**config.mk**
```make
export PLATFORM = sky130hd
export DESIGN_NAME = cook_timer_ctrl
export DESIGN_NICKNAME = d
export VERILOG_FILES = /design/src/rtl/cook_timer_ctrl_pkg.sv /design/src/rtl/cook_timer_ctrl_pwm_gen.sv /design/src/rtl/cook_timer_ctrl.sv
export SDC_FILE = /design/constraint.sdc
export NUM_CORES = 1
export LEC_CHECK = 0
export ABC_AREA = 0
export CORE_ASPECT_RATIO = 0.75
export CORE_MARGIN = 2
export CORE_UTILIZATION = 44
export CTS_BUF_LIST = sky130_fd_sc_hd__clkbuf_16
export CTS_CLUSTER_DIAMETER = 120
export CTS_CLUSTER_SIZE = 40
export DETAILED_ROUTE_END_ITERATION = 6
export PLACE_DENSITY = 0.67
export SYNTH_ARGS = -nofsm -noshare
export SYNTH_HDL_FRONTEND = slang
export SYNTH_HIERARCHICAL = 1
export SYNTH_SLANG_ARGS = --single-unit
export TNS_END_PERCENT = 50
```
**constraint.sdc**
```tcl
create_clock -name clk -period 8.8 [get_ports clk]
set_input_delay 1.76 -clock clk [delete_from_list [all_inputs] [get_ports clk]]
set_output_delay 1.76 -clock clk [all_outputs]
set_load 0.05 [all_outputs]
```
**src/rtl/cook_timer_ctrl_pkg.sv**
```systemverilog
// cook_timer_ctrl_pkg: shared state encoding and motor drive constants
package cook_timer_ctrl_pkg;
    typedef enum logic [1:0] {
        ST_IDLE  = 2'd0,
        ST_RUN   = 2'd1,
        ST_PAUSE = 2'd2,
        ST_DONE  = 2'd3
    } state_t;
    localparam logic [1:0] MOTOR_FWD = 2'b10;
    localparam logic [1:0] MOTOR_OFF = 2'b00;
endpackage

```
**src/rtl/cook_timer_ctrl_pwm_gen.sv**
```systemverilog
// cook_timer_ctrl_pwm_gen: magnetron PWM with level-selected duty; frame counter parked at 0 while disabled
module cook_timer_ctrl_pwm_gen #(
    parameter int PERIOD = 100,
    parameter int LEVELS = 4
) (
    input  logic                       clk,
    input  logic                       rst,
    input  logic                       en,
    input  logic [$clog2(LEVELS)-1:0]  level,
    output logic                       pwm
);
    localparam int PW = (PERIOD > 1) ? $clog2(PERIOD) : 1;
    logic [PW-1:0] cnt;
    logic [31:0]   duty;
    // frame counter runs 0..PERIOD-1 only while enabled, so every run starts on a frame boundary
    always_ff @(posedge clk) begin
        if (rst || !en) cnt <= '0;
        else cnt <= (cnt == PW'(PERIOD - 1)) ? '0 : cnt + PW'(1);
    end
    // high-time threshold; the top level reaches a full frame
    always_comb duty = (32'(level) + 32'd1) * 32'(PERIOD) / 32'(LEVELS);
    assign pwm = en && (32'(cnt) < duty);
endmodule

```
**src/rtl/cook_timer_ctrl.sv**
```systemverilog
// cook_timer_ctrl: microwave cook FSM with second divider, saturating countdown, done timer and PWM power control
module cook_timer_ctrl
    import cook_timer_ctrl_pkg::*;
#(
    parameter int TICK_CYCLES = 100_000_000,
    parameter int MAX_SEC     = 5999,
    parameter int ADD_STEP    = 30,
    parameter int NUM_LEVELS  = 4,
    parameter int PWM_PERIOD  = 100,
    parameter int DONE_SEC    = 3,
    parameter int TIME_W      = 13
) (
    input  logic                          clk,
    input  logic                          rst,
    input  logic                          sw0,
    input  logic                          btn_add,
    input  logic                          btn_start,
    input  logic                          btn_stop,
    input  logic                          btn_level,
    output logic [TIME_W-1:0]             remain_sec,
    output logic [$clog2(NUM_LEVELS)-1:0] level,
    output logic                          pwm_out,
    output logic [1:0]                    motor_dir,
    output logic                          led_done,
    output logic                          busy
);
    localparam int LW = $clog2(NUM_LEVELS);
    localparam int CW = (TICK_CYCLES > 1) ? $clog2(TICK_CYCLES) : 1;
    localparam int DW = $clog2(DONE_SEC + 1);
    state_t            state, state_nx;
    logic [TIME_W-1:0] sec, sec_nx, sec_add, sec_run;
    logic [TIME_W:0]   sum;
    logic [LW-1:0]     lvl, lvl_nx;
    logic [CW-1:0]     tick, tick_nx, tick_inc;
    logic [DW-1:0]     dcnt, dcnt_nx;
    logic              wrap, do_start, do_add, do_level, any_btn;

    assign do_start = btn_start && !btn_stop;
    assign do_add   = btn_add && !btn_stop && !btn_start;
    assign do_level = btn_level && !btn_stop && !btn_start && !btn_add;
    assign any_btn  = btn_add || btn_start || btn_stop || btn_level;
    assign sum      = {1'b0, sec} + (TIME_W + 1)'(ADD_STEP);
    assign sec_add  = (sum > (TIME_W + 1)'(MAX_SEC)) ? TIME_W'(MAX_SEC) : sum[TIME_W-1:0];
    assign sec_run  = do_add ? sec_add : sec;
    assign wrap     = tick == CW'(TICK_CYCLES - 1);
    assign tick_inc = wrap ? '0 : tick + CW'(1);

    // state and datapath registers; reset restores the top power level
    always_ff @(posedge clk) begin
        if (rst) begin
            state <= ST_IDLE;
            sec   <= '0;
            lvl   <= LW'(NUM_LEVELS - 1);
            tick  <= '0;
            dcnt  <= '0;
        end else begin
            state <= state_nx;
            sec   <= sec_nx;
            lvl   <= lvl_nx;
            tick  <= tick_nx;
            dcnt  <= dcnt_nx;
        end
    end

    // next state: one prioritised button action per cycle, countdown on tick wrap, power switch overrides all
    always_comb begin
        state_nx = state;
        sec_nx   = sec;
        lvl_nx   = lvl;
        tick_nx  = tick;
        dcnt_nx  = dcnt;
        case (state)
            ST_IDLE: begin
                tick_nx = '0;
                dcnt_nx = '0;
                if (do_start) begin
                    if (sec != '0) state_nx = ST_RUN;
                end else if (do_add) begin
                    sec_nx = sec_add;
                end else if (do_level) begin
                    lvl_nx = (lvl == LW'(NUM_LEVELS - 1)) ? '0 : lvl + LW'(1);
                end
            end
            ST_RUN: begin
                if (btn_stop) begin
                    state_nx = ST_PAUSE;
                end else begin
                    tick_nx = tick_inc;
                    sec_nx  = wrap ? sec_run - TIME_W'(1) : sec_run;
                    if (wrap && sec_run == TIME_W'(1)) state_nx = ST_DONE;
                end
            end
            ST_PAUSE: begin
                if (btn_stop) begin
                    state_nx = ST_IDLE;
                    sec_nx   = '0;
                    tick_nx  = '0;
                end else if (do_start) begin
                    state_nx = ST_RUN;
                end else if (do_add) begin
                    sec_nx = sec_add;
                end
            end
            ST_DONE: begin
                if (any_btn) begin
                    state_nx = ST_IDLE;
                    tick_nx  = '0;
                    dcnt_nx  = '0;
                end else begin
                    tick_nx = tick_inc;
                    if (wrap) begin
                        dcnt_nx  = (dcnt == DW'(DONE_SEC - 1)) ? '0 : dcnt + DW'(1);
                        state_nx = (dcnt == DW'(DONE_SEC - 1)) ? ST_IDLE : ST_DONE;
                    end
                end
            end
        endcase
        if (!sw0) begin
            state_nx = ST_IDLE;
            sec_nx   = '0;
            tick_nx  = '0;
            dcnt_nx  = '0;
        end
    end

    cook_timer_ctrl_pwm_gen #(
        .PERIOD(PWM_PERIOD),
        .LEVELS(NUM_LEVELS)
    ) u_pwm (
        .clk  (clk),
        .rst  (rst),
        .en   (state == ST_RUN),
        .level(lvl),
        .pwm  (pwm_out)
    );

    assign remain_sec = sec;
    assign level      = lvl;
    assign motor_dir  = (state == ST_RUN) ? MOTOR_FWD : MOTOR_OFF;
    assign led_done   = state == ST_DONE;
    assign busy       = (state == ST_RUN) || (state == ST_PAUSE);
endmodule

```
==> summary.txt <==
Yosys
  – Mapped Area: 3770 µm²
  – Synth area leader: dfxtp_1
  – Mean post-synth cell area: 7.61 µm²
  – Async S/R FF share, synth: 0%
  – Synthesis-stage register bit count: 53
  – Post-synth EDFFs: 0
  – Most common library cells after synthesis: nor2_1 (65), dfxtp_1 (53), nand2_1 (35)
  – Synth cell types: 61
  – Synth warn: 6
  – Post-synthesis sequential area ratio: 28.2%
  – Post-synth top area share: 28.2%
  – Syn nets: 522
  – Cell count after synthesis: 495
  – Ranking of synthesized cells by area: dfxtp_1 (28%), ha_1 (6.6%), nor2_1 (6.5%)
  – Post-synth top flop: dfxtp_1
  – Most frequent cell after synthesis: nor2_1

Job
  – Max-cap violations: 0

Die
  – # IOs: 27
  – Die X: 111 µm
  – Starting Density: 44.9%
  – Core area: 8380 µm²
  – Die area: 9320 µm²
  – Die H: 84.1 µm
  – Rows: 29

STA
  – Clk_skew: 0.00586 ns
  – Max transition margin: 39.6%
  – Hold WS: 0.465 ns
  – Setup TNS Final: 0 ns
  – Setup violators final: 0
  – Least-Margin Pin Slew: 0.898 ns
  – RSZ-0062 raised after global routing: false
  – Slack of the critical path: 4.00 ns
  – Slew Limit Fails: 0
  – Fin crit period: 4.80 ns
  – Final hold violation count: 0
  – Fmax: 209 MHz
  – Final Cycle Share: 54.5%

Place
  – Placed insts: 604
  – Placer Congestion: 0.932
  – Detailed Place HPWL: 6940 µm
  – Setup WS pre-CTS: 3.99 ns
  – PortBufs: 25

Clocking
  – CTS root buf: clkbuf_16
  – Post-CTS setup buffer count: 0
  – Max Root-Sink Buffers: 2
  – Clk slew on worst S/H paths: 0.06 ns
  – Clock Latency Late Sink: 0.28 ns
  – Clock Sink Count: 53
  – CTS resizes: 0
  – CTS Buf Count: 5
  – Hold-fix buffers, CTS: 0
  – H-Tree Depth: 2
  – CTS tree: yes

Global routing
  – Total grt overflow: 0
  – GRT Util Overall: 19.6%
  – Largest net degree at the start of global routing: 26
  – Vias in the first global route: 3254
  – First-pass GRT wire length: 15500 µm
  – Initial antenna violation count: 0

Power
  – Sw power: 123 µW
  – LEAKAGE: 1.46 nW
  – Worst IR Drop VDD: 0.0924 mV
  – Clock power share: 41.0%
  – Sequential Power Share: 47.3%
  – Switching share of total power: 23.7%
  – Pwr dens: 123 nW/µm²
  – P_int: 395 µW
  – Comb pwr share: 11.7%

Min path
  – Hold Path Class: flip-flop to flip-flop

Detailed routing
  – Routed WL per cell: 15.2 µm
  – Vias per inst: 5.91
  – Initial DRT Pass Iterations: 5
  – Number of nets with antenna violations after routing: 0
  – First DRT Iteration DRCs: 262
  – DR DRC count: 0
  – Vias: 3613
  – Final wirelength: 9290 µm

Final layout
  – Layout cell share with drive strength beyond 1: 3.98%
  – Final nets: 530
  – Area growth syn-to-layout: 11.6%
  – Number of inserted diodes: 0
  – Non-Filler Instances: 611
  – Util after Layout: 50.1%

Setup path
  – CP Class: flip-flop to primary output
  – Largest fanout on the critical path: 10
  – Critical Path AT: 3.04 ns
  – CP Launch Type: flip-flop
  – Critical Path End Type: primary output
  – Worst EP required: 7.04 ns

Status
  – Outcome: finished clean
==> path summary, 6_finish.rpt <==
kind | startpoint | to | slack (ns) | depth (start not counted)
max | level[0] | pwm_out | 4.00 | 9
min | u_pwm/cnt[0] | u_pwm/cnt[0] | 0.46 | 1
max reg2reg | remain_sec[1] | state[1] | 5.05 | 11
min reg2reg | u_pwm/cnt[0] | u_pwm/cnt[0] | 0.46 | 1
==> flip-flops by register name, indices dropped and copies added, names as in the netlist <==
register	flops
tick	27
level	2
u_pwm/cnt	7
dcnt	2
remain_sec	13
state	2
==> cells in the final DEF, fill, tap and decap left out, drive strengths merged, types with 20 or more instances in the layout <==
master / count
a21oi: 33
clkdlybuf4s50: 25
dfxtp: 53
ha: 20
inv: 21
nand2: 35
nand3: 26
nor2: 65
o21ai: 25
xor2: 23
==> area by class of cell <==
type | count | area (µm²)
tap | 108 | 135
sequential | 53 | 1060
multi-input combinational | 394 | 2490
clock inverter | 2 | 35.0
clock buffer | 5 | 125
fill | 806 | 4180
timing repair buffer | 28 | 273
inverter | 21 | 78.8
==> kinds of logic after synthesis <==
kind of cell	after synthesis	synth area share, %
simple gates	217	29.5
compound gates	113	19.5
flops	53	28.2
buf+inv	48	5.75
xor+xnor	38	8.84
fa+ha+maj	20	6.64
mux	5	1.43
other cells	1	0.0996
==> per-layer routing <==
| metal | global-route usage, % | part of all wire [%] |
|---|---|---|
| met1 | 30.5 | 50 |
| met2 | 28.3 | 42 |
| met3 | 3.12 | 7.6 |
| met4 | 4.66 | 0.33 |
| met5 | 0 | 0 |
==> worst max-delay path: stages (launching register included) <==
cell and delay, ns:
dfxtp_1 0.53, inv_1 0.12, ha_1 0.22, ha_1 0.27, inv_1 0.04, ha_1 0.29, a21oi_1 0.16, a211oi_1 0.08
a211oi_1 0.21, clkdlybuf4s50_1 0.84
==> through the flow <==
| step | power, mW | area, µm² |
|---|---|---|
| after detailed placement | 0.310 | 4040 |
| after global routing | 0.541 | 4200 |
| after global placement | 0.309 | 4040 |
| final | 0.518 | 4200 |
| after CTS | 0.523 | 4200 |
| after floorplan | 0.293 | 3770 |
==> power groups by stage <==
| stage | logic [mW] | registers (mW) | clock network [mW] |
|---|---|---|---|
| 2_1_floorplan | 0.0403 | 0.253 | 0 |
| 3_3_place_gp | 0.0586 | 0.250 | 0 |
| 3_5_place_dp | 0.0596 | 0.251 | 0 |
| 4_1_cts | 0.0599 | 0.245 | 0.218 |
| 5_1_grt | 0.0663 | 0.245 | 0.230 |
| 6_report | 0.0605 | 0.245 | 0.212 |
Note: power is estimated with default switching activity, not from simulation.
